File: src/rtl/corr_branch_pred_param.sv
// corr_branch_pred_param: parametrised (m,n) correlating branch predictor.
// An m-bit global history register plus PC index bits select an n-bit
// saturating counter in a clocked branch history table (BHT). Lookups are
// registered; updates arrive from EX carrying the original lookup index.
// The table has no reset; an init sequencer fills it after reset/clear.
// Optional feature macro: CBP_GSHARE_INDEX_EN (gshare XOR index hashing).
module corr_branch_pred_param #(
  parameter int GHR_BITS = 1,
  parameter int IDX_BITS = 3,
  parameter int CTR_BITS = 2,
  parameter int INIT_CTR = 3,
  parameter int STAT_W   = 32,
  localparam int TBL_BITS = GHR_BITS + IDX_BITS
) (
  input  logic                clk,
  input  logic                rst_n,
  input  logic                tbl_clear,
  input  logic                pred_req,
  input  logic [31:0]         pred_pc,
  output logic                pred_valid,
  output logic                pred_taken,
  output logic [TBL_BITS-1:0] pred_index,
  input  logic                upd_valid,
  input  logic [TBL_BITS-1:0] upd_index,
  input  logic                upd_taken,
  input  logic                upd_pred,
  output logic                init_busy,
  output logic [STAT_W-1:0]   stat_branches,
  output logic [STAT_W-1:0]   stat_mispred
);

  localparam int                  DEPTH    = 1 << TBL_BITS;
  localparam logic [CTR_BITS-1:0] INIT_VAL = CTR_BITS'(INIT_CTR);
  localparam logic [TBL_BITS-1:0] LAST_PTR = TBL_BITS'(DEPTH - 1);

  typedef enum logic {S_INIT, S_RUN} state_t;

  state_t                state, state_nxt;
  logic [TBL_BITS-1:0]   init_ptr, init_ptr_nxt;
  logic [GHR_BITS-1:0]   ghr;
  logic [TBL_BITS-1:0]   idx;
  logic [CTR_BITS-1:0]   bht [DEPTH];
  logic [CTR_BITS-1:0]   upd_ctr, upd_nxt;

  assign init_busy = (state == S_INIT);

  // Lookup index from the current (pre-edge) history.
`ifdef CBP_GSHARE_INDEX_EN
  assign idx = pred_pc[TBL_BITS+1:2] ^ {ghr, {IDX_BITS{1'b0}}};
  logic unused_pc;
  assign unused_pc = ^{pred_pc[31:TBL_BITS+2], pred_pc[1:0]};
`else
  assign idx = {ghr, pred_pc[IDX_BITS+1:2]};
  logic unused_pc;
  assign unused_pc = ^{pred_pc[31:IDX_BITS+2], pred_pc[1:0]};
`endif

  // Init sequencer state register; reset restarts the fill from entry 0.
  always_ff @(posedge clk or negedge rst_n) begin
    if (!rst_n) begin
      state    <= S_INIT;
      init_ptr <= '0;
    end else begin
      state    <= state_nxt;
      init_ptr <= init_ptr_nxt;
    end
  end

  // Next-state: walk every entry once, then run; clear always restarts at 0.
  always_comb begin
    state_nxt    = state;
    init_ptr_nxt = init_ptr;
    if (tbl_clear) begin
      state_nxt    = S_INIT;
      init_ptr_nxt = '0;
    end else begin
      case (state)
        S_INIT: begin
          init_ptr_nxt = init_ptr + TBL_BITS'(1);
          if (init_ptr == LAST_PTR) state_nxt = S_RUN;
        end
        S_RUN:   state_nxt = S_RUN;
        default: state_nxt = S_INIT;
      endcase
    end
  end

  // Saturating counter step for the resolved branch.
  assign upd_ctr = bht[upd_index];
  always_comb begin
    upd_nxt = upd_ctr;
    if (upd_taken) begin
      if (upd_ctr != '1) upd_nxt = upd_ctr + CTR_BITS'(1);
    end else begin
      if (upd_ctr != '0) upd_nxt = upd_ctr - CTR_BITS'(1);
    end
  end

  // Table write port: init fill has priority; updates during init are dropped.
  always_ff @(posedge clk) begin
    if (state == S_INIT)  bht[init_ptr]  <= INIT_VAL;
    else if (upd_valid)   bht[upd_index] <= upd_nxt;
  end

  // Registered prediction; reads see the pre-update counter (no bypass).
  always_ff @(posedge clk or negedge rst_n) begin
    if (!rst_n) begin
      pred_valid <= 1'b0;
      pred_taken <= 1'b0;
      pred_index <= '0;
    end else begin
      pred_valid <= pred_req;
      if (pred_req) begin
        pred_taken <= (state == S_INIT) ? INIT_VAL[CTR_BITS-1]
                                        : bht[idx][CTR_BITS-1];
        pred_index <= idx;
      end
    end
  end

  // Global history shifts in the resolved outcome, in any state.
  generate
    if (GHR_BITS == 1) begin : g_ghr1
      always_ff @(posedge clk or negedge rst_n) begin
        if (!rst_n)         ghr <= '0;
        else if (upd_valid) ghr <= upd_taken;
      end
    end else begin : g_ghrn
      always_ff @(posedge clk or negedge rst_n) begin
        if (!rst_n)         ghr <= '0;
        else if (upd_valid) ghr <= {ghr[GHR_BITS-2:0], upd_taken};
      end
    end
  endgenerate

  // Saturating resolve statistics, cleared only by reset.
  always_ff @(posedge clk or negedge rst_n) begin
    if (!rst_n) begin
      stat_branches <= '0;
      stat_mispred  <= '0;
    end else if (upd_valid) begin
      if (stat_branches != '1) stat_branches <= stat_branches + STAT_W'(1);
      if ((upd_pred != upd_taken) && (stat_mispred != '1))
        stat_mispred <= stat_mispred + STAT_W'(1);
    end
  end

endmodule

File: config.mk
export PLATFORM = sky130hd
export DESIGN_NAME = corr_branch_pred_param
export DESIGN_NICKNAME = d
export VERILOG_FILES = /design/src/rtl/corr_branch_pred_param.sv
export SDC_FILE = /design/constraint.sdc
export NUM_CORES = 1
export LEC_CHECK = 0
export CORE_MARGIN = 3
export CORE_UTILIZATION = 37
export CTS_CLUSTER_SIZE = 8
export DETAILED_ROUTE_END_ITERATION = 7
export GPL_ROUTABILITY_DRIVEN = 0
export PLACE_DENSITY = 0.7
export REMOVE_ABC_BUFFERS = 1
export SKIP_LAST_GASP = 1
export SLEW_MARGIN = 20
export SYNTH_ARGS = -nofsm -noshare
export SYNTH_HDL_FRONTEND = slang
export SYNTH_SLANG_ARGS = --single-unit
export TNS_END_PERCENT = 100
File: constraint.sdc
create_clock -name clk -period 6.45 [get_ports clk]
set_input_delay 0.9675 -clock clk [delete_from_list [all_inputs] [get_ports clk]]
set_output_delay 0.9675 -clock clk [all_outputs]
set_load 0.1 [all_outputs]
Word-level counts from Yosys, hierarchy flattened --
Memories as Yosys holds them, arrays and structs flattened. Cells that the tools add are included.
Cells by class: $add $sub $neg 5, equality and inequality tests 6, multiplexer cells 16, bitwise logic cells 1, reductions and logical operators 5
Operators with widths (count):
- adder 32 x 1 -> 32 bit, second input constant | 2
- != test 32 bit, second input constant | 2
- two-way mux 4 bit | 3
- two-way mux 1 bit | 8
- two-way mux 2 bit | 4
- adder 4 x 1 -> 4 bit, second input constant | 1
- == test 4 bit, second input constant | 1
- != test 2 bit, second input constant | 2
- AND reduction 2 bit | 2
- adder 2 x 1 -> 2 bit, second input constant | 1
- case mux 1 bit (2 select lines) | 1
- nonzero test 2 bit | 1
- OR reduction 2 bit | 1
- subtractor 2 x 1 -> 2 bit, second input constant | 1
- logical AND 1 bit | 1
- != test 1 bit | 1
- inverter 1 bit | 1
Storage, ports and cells: flip-flop bits (word level) 76, bits in writable memories 32, input bits 43, output and inout bits 71, logic and storage cells 42, memories 1
Memories:
- bht | depth 16, width 2, read ports 2, clocked after Yosys merged registers in 0, wr ports 1, RTL line 42 | logic [CTR_BITS-1:0] bht [DEPTH];

Depth between registers and ports, before layout --
Gate-level depths: netlist (run 1).
depth after elaboration 5, mapped depth 7, depth with buffers taken out 6

Worst setup path after synthesis (run 1) --
Ideal clock, no wire load.
path kind input to register, start point input upd_index[0], end point memory bht[0][0], data pin, setup time 0.340 ns, arrival time 3.100 ns, data required time 6.110 ns, path slack 3.010 ns, cell stages on the path 6, buffers on the path 2, path through clkbuf_1 clkbuf_1 mux4_2 mux2i_1 nor2_1 a211oi_1
Between the ends: word-level cells in the longest chain between the ends 5, elaborated cells on any way between the ends 9, those cells by class 2 x add/sub; 1 x eq/ne; 4 x mux; 1 x reduce/logical; 1 x memory
RTL lines:
- start, declared | RTL line 24 | input logic [TBL_BITS-1:0] upd_index,
- memory (16 x 2 bit) *
- subtractor 2 x 1 -> 2 bit (tied with other cells) | RTL line 95 | if (upd_ctr != '0) upd_nxt = upd_ctr - CTR_BITS'(1);
- two-way mux 2 bit, on equally long branches | RTL line 95, 93
- two-way mux 2 bit * | RTL line 92 | if (upd_taken) begin
- two-way mux 2 bit (no source line) *
- end, declared | RTL line 42
Every way passes the cells marked *; elsewhere a longest branch is shown, timed or not.

Worst setup path in the final report (run 1) --
start point input upd_index[0], end point memory bht[14][0], data pin
The elaborated chain is that of the path after synthesis.

==> impl_metrics.json, run 1 <==
{
  "grt_pass1_vias": 3733,
  "grt.total_usage_pct": 15.89,
  "crit_type": "in -> reg",
  "port_buffers": 84,
  "power_mw": 1.967,
  "ys_seq_area_share_pct": 55.97,
  "wl_per_cell_um": 16.50,
  "syn_inst": 427,
  "root_buffer": "clkbuf_16",
  "hpwl_um": 8097,
  "fin_nets": 556,
  "timing.setup.tns_ns": 0,
  "slew_viol_final": 0,
  "diodes": 0,
  "min-delay-path-class": "reg -> reg",
  "cts_buffer_depth": 2,
  "firstDrtPassIters": 4,
  "num-fill-cells": 1216,
  "drv_cap": 0,
  "worstSetupEndpointType": "flip-flop",
  "ant_nets": 0,
  "rsz0062_at_grt": "no",
  "post_cts_buffers": 0,
  "area_growth_pct": 26.22,
  "busiest_layer": "met2",
  "post-route-period-util_pct": 59.51,
  "worstPathCellList": "clkdlybuf4s50_1 > mux4_2 > mux2_2 > a31o_2 > a211oi_2",
  "register_area_um2": 2863,
  "status": "complete, no violations",
  "cts.htree.levels": 3,
  "synth_edf_count": 32,
  "grt.met2_usage_pct": 25.21,
  "clk_pin_slew_ns": 0.07,
  "slowest_delay_ns": 0.93,
  "ys_ff_latch": 108,
  "synth_top_area_share_pct": 37.18,
  "clkSinkCount": 108,
  "grt_max_degree": 77,
  "layout-drive-gt1-share_pct": 9.126,
  "p_per_area_nw_per_um2": 304.6,
  "cp_data_arrival_time_ns": 3.85,
  "antenna_found_initial": 0,
  "fin_crit_ns": 3.838,
  "slew_headroom_pct": 34.14,
  "fin_skew_ns": 0.006746,
  "synth.distinct_cells": 47,
  "ys_async_sr_fraction_pct": 70.37,
  "synth_ff_type": "dfrtp_1",
  "cts_buffers": 9,
  "syn_area_um2": 5115,
  "drtIter0Drc": 271,
  "dieArea_um2": 15270,
  "drc": 0,
  "start_util_pct": 38.17,
  "worst_pin_slew_ns": 0.9849,
  "fmax_mhz": 260.5,
  "slowest_stage": "clkdlybuf4s50_1",
  "ctsResizeCount": 0,
  "clkLatencyLatePin_ns": 0.35,
  "cts_hold_buf": 0,
  "vias": 3664,
  "rows": 42,
  "start_kind": "input port",
  "peakVddDrop_mv": 0.3764,
  "core-area_um2": 13400,
  "synth_area_leader_cell": "dfrtp_1",
  "r2r_setup_slack_ns": 3.85,
  "syn_avg_cell_area_um2": 11.98,
  "cts_tree": "yes",
  "finalSetupViolCount": 0,
  "cp_max_fo": 16,
  "gr-usage-met1_pct": 21.19,
  "io_pins": 114,
  "worst_ep_required_time_ns": 6.46,
  "ys_top_cells_by_area": "dfrtp_1 37%, edfxtp_1 19%, xor2_1 6.2%",
  "multi_input_area_um2": 2171,
  "met3_usage_pct": 3.043,
  "die_w_um": 123.6,
  "leakagePower_nw": 2.566,
  "die_h_um": 123.6,
  "synth_warnings": 0,
  "fin_util_pct": 48.18,
  "grt_overflow": 0,
  "hold_viol": 0,
  "viasPerCell": 5.302,
  "grt_pass1_wl_um": 18930,
  "wl_um": 11400
}
==> Yosys cell counts (all sizes together) (7+ instances only) <==
cell and count:
nor4 16, nor3 19, and4 8, nand2 32, clkbuf 8, nand4 19, edfxtp 32, and3 7
mux2 11, dfrtp 76, inv 9, xnor2 30, xor2 36, nor2 39, mux4 11, nand3 29
==> cell families after synthesis <==
group | after synthesis | synth area share [%]
adders and majority gates | 4 | 0.9296
and+or+nand+nor | 184 | 19.40
xor gates and xnor gates | 66 | 11.30
AOI/OAI and AO/OA | 18 | 2.740
muxes | 25 | 7.852
DFF | 108 | 55.97
buffers and inverters | 22 | 1.810
==> path summary, 6_finish.rpt <==
kind	startpoint	endpoint	depth (start not counted)
max reg2reg	stat_branches[16]	stat_branches[25]	5
min reg2reg	stat_branches[15]	stat_branches[15]	1
min in group asynchronous	rst_n	stat_branches[27]	1
max	upd_index[0]	bht[14][0]	5
max in group asynchronous	rst_n	stat_mispred[3]	1
min	stat_branches[15]	stat_branches[15]	1
==> critical path, delay by kind of cell <==
family,cells,cell delay (ns)
compound gates,2,1.06
buf+inv,1,0.93
mux,2,0.89
==> state kept, by name (all words and copies together) (netlist names) <==
| signal | cells |
|---|---|
| bht | 32 |
| ghr | 1 |
| init_ptr | 4 |
| pred_index | 4 |
| pred_taken | 1 |
| pred_valid | 1 |
| stat_branches | 32 |
| stat_mispred | 32 |
| state | 1 |
==> power by group <==
part	internal (mW)	leakage [nW]	switching (mW)
combinational	0.135	1.13	0.421
clock	0.342	0.152	0.253
sequential	0.750	1.28	0.0653
total	1.23	2.57	0.740
==> per-stage QoR <==
stage | cells | cell area [um2] | hold slack, ns | setup WS [ns]
2_1_floorplan | 414 | 5056 | 0.5294 | 3.399
3_3_place_gp | 675 | 6133 | 0.4789 | 2.343
3_5_place_dp | 675 | 6133 | 0.4843 | 2.229
4_1_cts | 691 | 6456 | 0.4970 | 2.590
5_1_grt | 691 | 6456 | 0.5024 | 2.474
6_report | 691 | 6456 | 0.4882 | 2.612
==> metal layers <==
metal | vias to the layer above | part of all wire, %
met2 | 99 | 49
met4 | 0 | 1.6
li1 | 1733 | -
met3 | 12 | 4.4
met1 | 1820 | 45
met5 | - | 0
==> final cells by class <==
cell class              count  share of cell area [%]
multi-input cells         297                   33.62
well taps                 176                   3.411
clock inverters             7                   1.512
flip-flops and latches    108                   44.34
repair buffers             85                   13.10
inverters                   9                  0.5233
clock buffers               9                   3.488
==> cells in the final DEF, fill, tap and decap left out, drive strengths merged, types with 19 or more instances in the layout <==
master          n
clkdlybuf4s50  83
dfrtp          76
edfxtp         32
nand2          32
nand3          29
nand4          19
nor2           39
nor3           19
xnor2          30
xor2           36
Note: power is estimated with default switching activity, not from simulation.
==> run 2: changes to the inputs <==
==> constraint.sdc (replaced) <==
create_clock -name clk -period 3.85 [get_ports clk]
set_input_delay 0.5775 -clock clk [delete_from_list [all_inputs] [get_ports clk]]
set_output_delay 0.5775 -clock clk [all_outputs]
set_load 0.1 [all_outputs]
==> run 2 against run 1 <==
Sequential cell count is the same; count of clock-buffer cells in the layout stayed put; utilization fell by 0.21 points; register-to-register slack got worse by 2.6 ns; clock skew decreased by 0.00080 ns; routed wire length fell by 0.39%; non-clock buffer count is 5 higher; die area unchanged; critical path depth grew 2; final cell count rose by 0.72%; final area fell by 0.45%.
==> impl_metrics.json, run 2 (synthesized netlist as in run 1, its figures left out) <==
{
  "core-area_um2": 13400,
  "slew_headroom_pct": 32.70,
  "diodes": 0,
  "grt_max_degree": 77,
  "drc": 0,
  "hpwl_um": 8196,
  "port_buffers": 84,
  "leakagePower_nw": 2.565,
  "viasPerCell": 5.310,
  "p_int_mw": 1.920,
  "drtIter0Drc": 285,
  "fin_crit_ns": 3.200,
  "layout-drive-gt1-share_pct": 9.231,
  "rows": 42,
  "p_per_area_nw_per_um2": 490.2,
  "dieArea_um2": 15270,
  "io_pins": 114,
  "firstDrtPassIters": 4,
  "clockPowerShare_pct": 27.0,
  "slew_viol_final": 0,
  "crit_type": "in -> reg",
  "grt_pass1_vias": 3649,
  "top_regs": "bht x32, stat_branches x32, stat_mispred x32",
  "antenna_found_initial": 0,
  "clkSinkCount": 108,
  "wl_per_cell_um": 16.32,
  "timing.setup.tns_ns": 0,
  "rsz0062_at_grt": "no",
  "peakVddDrop_mv": 0.8736,
  "clk_pin_slew_ns": 0.07,
  "slowest_stage": "a311oi_1",
  "cts.htree.levels": 3,
  "ant_nets": 0,
  "hold_slack_ns": 0.3695,
  "fin_nets": 561,
  "switching_power_mw": 1.231,
  "cp_data_arrival_time_ns": 3.40,
  "wl_um": 11360,
  "fmax_mhz": 312.5,
  "min-delay-path-class": "in -> async",
  "worstPathCellList": "clkdlybuf4s50_1 > mux2i_1 > and3_1 > nor4_1 > nand2_1 > a311oi_1 > buf_4",
  "cts_buffer_depth": 2,
  "finalSetupViolCount": 0,
  "status": "complete, no violations",
  "worstSetupEndpointType": "flip-flop",
  "post-route-period-util_pct": 83.11,
  "dpl-instance-area_um2": 6160,
  "cts_buffers": 9,
  "fin_skew_ns": 0.005944,
  "area_growth_pct": 25.66,
  "switching_share_pct": 39.06,
  "worst_pin_slew_ns": 1.003,
  "post-place-ws_ns": 0.3308,
  "fin_ws_ns": 0.6502,
  "hold_viol": 0,
  "stdcell_count": 696,
  "fin_util_pct": 47.96,
  "stdcell_area_um2": 6427,
  "drv_cap": 0,
  "cts_hold_buf": 0,
  "power_mw": 3.151,
  "die_w_um": 123.6,
  "start_util_pct": 38.17,
  "layout_common_cells": "83 x clkdlybuf4s50_1, 76 x dfrtp_1, 39 x nor2_1",
  "cts_tree": "yes",
  "cp_max_fo": 12,
  "grt_pass1_wl_um": 18640,
  "dp.cells": 680,
  "grt_overflow": 0,
  "ctsResizeCount": 0,
  "root_buffer": "clkbuf_16",
  "post_cts_buffers": 0,
  "die_h_um": 123.6,
  "layout_commonest_cell": "clkdlybuf4s50_1",
  "grt.total_usage_pct": 15.76,
  "num-fill-cells": 1202,
  "clkLatencyLatePin_ns": 0.35,
  "slowest_delay_ns": 0.86,
  "combPwrFrac_pct": 29.8,
  "start_kind": "input port",
  "vias": 3696,
  "p_seq_share_pct": 43.2,
  "worst_ep_required_time_ns": 4.05
}
-- run 2: area by class of cell --
class | count | area [um2] | share of cell area [%]
well taps | 176 | 220.2 | 3.426
repair buffers | 90 | 883.3 | 13.74
inverters | 9 | 33.78 | 0.5256
multi-input cells | 297 | 2160 | 33.60
clock inverters | 7 | 42.54 | 0.6619
flip-flops and latches | 108 | 2863 | 44.54
clock buffers | 9 | 225.2 | 3.504
-- run 2: power groups by stage --
stage,Clock [mW],Sequential [mW],Combinational (mW)
3_5_place_dp,0,1.38,0.941
5_1_grt,0.923,1.38,0.981
4_1_cts,0.883,1.36,0.946
3_3_place_gp,0,1.38,0.928
6_report,0.850,1.36,0.938
2_1_floorplan,0,1.89,0.165
-- run 2: final timing paths --
| path | cells past startpoint | to | startpoint | slack, ns |
|---|---|---|---|---|
| max | 7 | bht[8][1] | upd_index[1] | 0.65 |
| min | 1 | stat_branches[26] | rst_n | 0.37 |
| max reg2reg | 5 | stat_branches[10] | stat_branches[16] | 1.28 |
| min reg2reg | 1 | stat_branches[7] | stat_branches[7] | 0.50 |
| max in group asynchronous | 1 | stat_mispred[1] | rst_n | 2.86 |
| min in group clk | 1 | stat_branches[7] | stat_branches[7] | 0.50 |
-- run 2: critical path: cells and delay by family --
family	cells	cell delay (ns)
buffers and inverters	2	1.07
AOI/OAI and AO/OA	1	0.86
and+or+nand+nor	3	0.75
muxes	1	0.14
-- run 2: metal layers --
layer | share of wire, % | global-route usage [%] | vias up
li1 | - | - | 1738
met1 | 45 | 21.15 | 1851
met2 | 48 | 24.77 | 94
met3 | 5.1 | 2.906 | 13
met4 | 2.0 | 7.543 | 0
met5 | 0 | 0 | -
==> run 3: changes to the inputs <==
--- a/config.mk
+++ b/config.mk
@@ -10,7 +10,7 @@
 export CTS_CLUSTER_SIZE = 8
 export DETAILED_ROUTE_END_ITERATION = 7
 export GPL_ROUTABILITY_DRIVEN = 0
-export PLACE_DENSITY = 0.7
+export PLACE_DENSITY = 0.72
 export REMOVE_ABC_BUFFERS = 1
 export SKIP_LAST_GASP = 1
 export SLEW_MARGIN = 20
==> constraint.sdc (replaced) <==
create_clock -name clk -period 2.9 [get_ports clk]
set_input_delay 0.435 -clock clk [delete_from_list [all_inputs] [get_ports clk]]
set_output_delay 0.435 -clock clk [all_outputs]
set_load 0.1 [all_outputs]
==> run 3 against run 2 <==
Clock skew decreased by 0.0018 ns; final area is 1.8% lower; utilization shrank 0.89 points; sequential power increased by 33%; non-clock buffer count rose by 8; register-to-register slack worse by 0.83 ns; critical path type unchanged; largest cell class unchanged.
==> impl_metrics.json, run 3 (synthesized netlist as in run 1, its figures left out) <==
{
  "die_h_um": 123.6,
  "post-route-period-util_pct": 87.41,
  "area_growth_pct": 23.34,
  "layout_common_cells": "85 x buf_4, 76 x dfrtp_1, 39 x nor2_1",
  "worst_pin_slew_ns": 0.9629,
  "post-place-ws_ns": 0.001134,
  "hpwl_um": 8271,
  "cts_buffer_depth": 2,
  "fin_nets": 569,
  "worstSetupEndpointType": "flip-flop",
  "cp_max_fo": 8,
  "fmax_mhz": 394.5,
  "grt_max_degree": 77,
  "io_pins": 114,
  "grt_pass1_vias": 3560,
  "status": "complete, no violations",
  "cts_tree": "yes",
  "rows": 42,
  "cts_buffers": 9,
  "die_w_um": 123.6,
  "leakagePower_nw": 2.721,
  "diodes": 0,
  "drtIter0Drc": 237,
  "root_buffer": "clkbuf_16",
  "wl_per_cell_um": 15.83,
  "top_regs": "bht x32, stat_branches x32, stat_mispred x32",
  "r2r_cells": 5,
  "cts_hold_buf": 0,
  "multi_input_area_um2": 2160,
  "finalSetupViolCount": 0,
  "min-delay-path-class": "in -> async",
  "fin_skew_ns": 0.004121,
  "firstDrtPassIters": 4,
  "clk_pin_slew_ns": 0.06,
  "start_kind": "input port",
  "layout_commonest_cell": "buf_4",
  "clkLatencyLatePin_ns": 0.34,
  "ctsResizeCount": 0,
  "antenna_found_initial": 0,
  "grt_overflow": 0,
  "rsz0062_at_grt": "no",
  "register_area_um2": 2863,
  "num-fill-cells": 1210,
  "clkSinkCount": 108,
  "worst_ep_required_time_ns": 2.99,
  "vias": 3694,
  "ant_nets": 0,
  "fin_ws_ns": 0.3650,
  "core-area_um2": 13400,
  "peakVddDrop_mv": 1.183,
  "port_buffers": 84,
  "p_per_area_nw_per_um2": 649.8,
  "post_cts_buffers": 0,
  "hold_slack_ns": 0.2473,
  "stdcell_count": 704,
  "slew_viol_final": 0,
  "cts.htree.levels": 3,
  "dp.cells": 688,
  "grt_pass1_wl_um": 18150,
  "cp_data_arrival_time_ns": 2.63,
  "layout-drive-gt1-share_pct": 23.48,
  "drv_cap": 0,
  "drc": 0,
  "crit_type": "in -> reg",
  "slew_headroom_pct": 35.81,
  "start_util_pct": 38.17,
  "grt.total_usage_pct": 15.08,
  "hold_viol": 0,
  "fin_crit_ns": 2.535,
  "viasPerCell": 5.247,
  "dieArea_um2": 15270,
  "wl_um": 11140
}
-- run 3: final timing paths --
kind | from | slack (ns) | end
min in group clk | stat_branches[15] | 0.49 | stat_branches[15]
min | rst_n | 0.25 | pred_valid
max | upd_index[0] | 0.36 | bht[3][1]
max reg2reg | stat_branches[16] | 0.45 | stat_branches[1]
min reg2reg | stat_branches[15] | 0.49 | stat_branches[15]
max in group asynchronous | rst_n | 2.03 | stat_mispred[3]
-- run 3: layout make-up --
class | instances | share of cell area [%]
Sequential cell | 108 | 45.38
Clock inverter | 3 | 0.2182
Clock buffer | 13 | 3.808
Tap cell | 176 | 3.491
Timing Repair Buffer | 98 | 12.34
Inverter | 9 | 0.5355
Multi-Input combinational cell | 297 | 34.23
-- run 3: critical path, stage by stage --
cell	delay [ns]
clkdlybuf4s50_1	0.45
buf_4	0.16
mux4_2	0.51
mux2_2	0.29
maj3_1	0.34
nor3_1	0.15
a311oi_1	0.09
buf_4	0.19
-- run 3: layer usage --
metal / share of wire (%) / wire length (um) / vias up / GRT usage, %
met5: 0 / 0 / - / 0
met4: 1.3 / 146 / 0 / 5.121
met3: 5.1 / 569 / 10 / 3.224
met2: 48 / 5295 / 96 / 23.65
met1: 46 / 5128 / 1835 / 20.90
li1: - / - / 1753 / -
-- run 3: per-stage QoR --
stage               power (mW)  area (um2)  utilization (%)  setup TNS [ns]
floorplan                2.729        5056                -         -0.4988
global placement         3.034        6055            45.18               0
detailed placement       3.053        6055            45.18               0
CTS                      4.141        6309            47.08               0
global route             4.270        6309            47.08               0
finish                   4.099        6309            47.08               0
-- run 3: report_power, final --
group          internal (mW)  leakage (nW)  switching (mW)
clock network          0.578         0.125           0.502
registers               1.67          1.28           0.144
logic                  0.271          1.32           0.935
total                   2.52          2.72            1.58
==> variant: new RTL, flow settings as in run 3 <==
The parameter `IDX_BITS` goes from 3 to 2.
--- a/src/rtl/corr_branch_pred_param.sv
+++ b/src/rtl/corr_branch_pred_param.sv
@@ -8,3 +8,3 @@
   parameter int GHR_BITS = 1,
-  parameter int IDX_BITS = 3,
+  parameter int IDX_BITS = 2,
   parameter int CTR_BITS = 2,
Ports: changed (resized pred_index and upd_index); port bits go from 114 to 112. The function was not compared with the original's and may differ.
==> variant against run 3 <==
  * Sequential cell count fell by 18
  * Final area fell by 15%
  * Synthesized area fell by 16%
  * Routed wire length fell by 18%
  * Worst setup slack improved by 0.24 ns
  * Non-clock buffer count fell by 11
  * Global-route usage barely moved
  * Power fell by 5.7%
  * Critical path type unchanged
==> variant: results (changes against run 3) <==
- Via count: 3197 (was 3694)
- Min Tclk post-route: 2.30 ns (was 2.54 ns)
- Clock Skews: 0.00541 ns (was 0.00412 ns)
- Max_slew headroom: 0.375 (was 0.358)
- Vias in the first global route: 3100 (was 3560)
- Area contributors post-synth: dfrtp_1 (43%), edfxtp_1 (11%), xnor2_1 (9.4%) (was dfrtp_1 (37%), edfxtp_1 (19%), xor2_1 (6.2%))
- Status: finished, final reports clean (unchanged)
- Critical Path Sink: bht[0][0] (was bht[3][1])
- Synth Area in Compound Gates: 0.0283 (was 0.0274)
- LEAKAGE: 2.32 nW (was 2.72 nW)
- Buffers added on ports: 81 (was 84)
- CP max stage delay: 0.55 ns (was 0.51 ns)
- Multiplexer share of the synthesized area: 0.0669 (was 0.0785)
- FF-to-FF Start: stat_branches[17] (was stat_branches[16])
- Placed cells: 588 (was 688)
- First-pass GRT wire length: 15.5 mm (was 18.1 mm)
- Share of layout cells above drive strength 1: 0.235 (about the same)
- Ys async rst share: 0.822 (was 0.704)
- Register area share after synthesis: 0.545 (was 0.560)
- Seq pwr: 1.53 mW (was 1.81 mW)
- Syn_area_per_cell: 11.6 um2 (was 12.0 um2)
- CP max-delay cell: clkdlybuf4s50_1 (was mux4_2)
- DRT Wirelength: 9.18 mm (was 11.1 mm)
- CP Data Arrival Time: 2.36 ns (was 2.63 ns)
- Largest net degree at the start of global routing: 75 (was 77)
- HPWL after DPL: 6.75 mm (was 8.27 mm)
- DP Area: 0.00509 mm2 (was 0.00605 mm2)
- Gr usage total: 0.151 (about the same)
- Synth Area in Adders: 0.0117 (was 0.00930)
- Top cells by count, synth: dfrtp_1 (74), xnor2_1 (46), nand4_1 (28), nor2_1 (28), nand3_1 (26) (was dfrtp_1 (76), nor2_1 (39), xor2_1 (36))
- EDFF count, synth: 16 (was 32)
- Total Power: 3.87 mW (was 4.10 mW)
- Regs by FF count: stat_branches: 32 flops, stat_mispred: 32 flops, bht: 16 flops (was bht: 32 flops, stat_branches: 32 flops, stat_mispred: 32 flops)
variant: logic make-up after synthesis:
kind of cell	count (synthesis)
compound gates	18
xor+xnor	61
fa+ha+maj	4
buf+inv	15
flops	90
mux	20
simple gates	160
variant: final cells by class:
class / count / area (um2) / area share
Clock inverter: 4 / 42.5 / 0.00792
Timing Repair Buffer: 87 / 678 / 0.126
Multi-Input combinational cell: 263 / 1880 / 0.350
Clock buffer: 12 / 236 / 0.0440
Tap cell: 140 / 175 / 0.0326
Inverter: 8 / 30.0 / 0.00559
Sequential cell: 90 / 2330 / 0.434
variant: routing by layer:
metal,GRT usage,routed length [um],vias up
met1,0.202,4160,1568
met3,0.0361,501,16
met5,0,0,-
met4,0.0729,229,0
met2,0.231,4290,83
li1,-,-,1530
variant: worst max-delay path: cells and delay by family:
kind | cells | cell delay [ns]
buffers and inverters | 1 | 0.55
AO/OA/AOI/OAI | 1 | 0.05
AND/OR/NAND/NOR | 2 | 0.48
multiplexers | 2 | 0.83
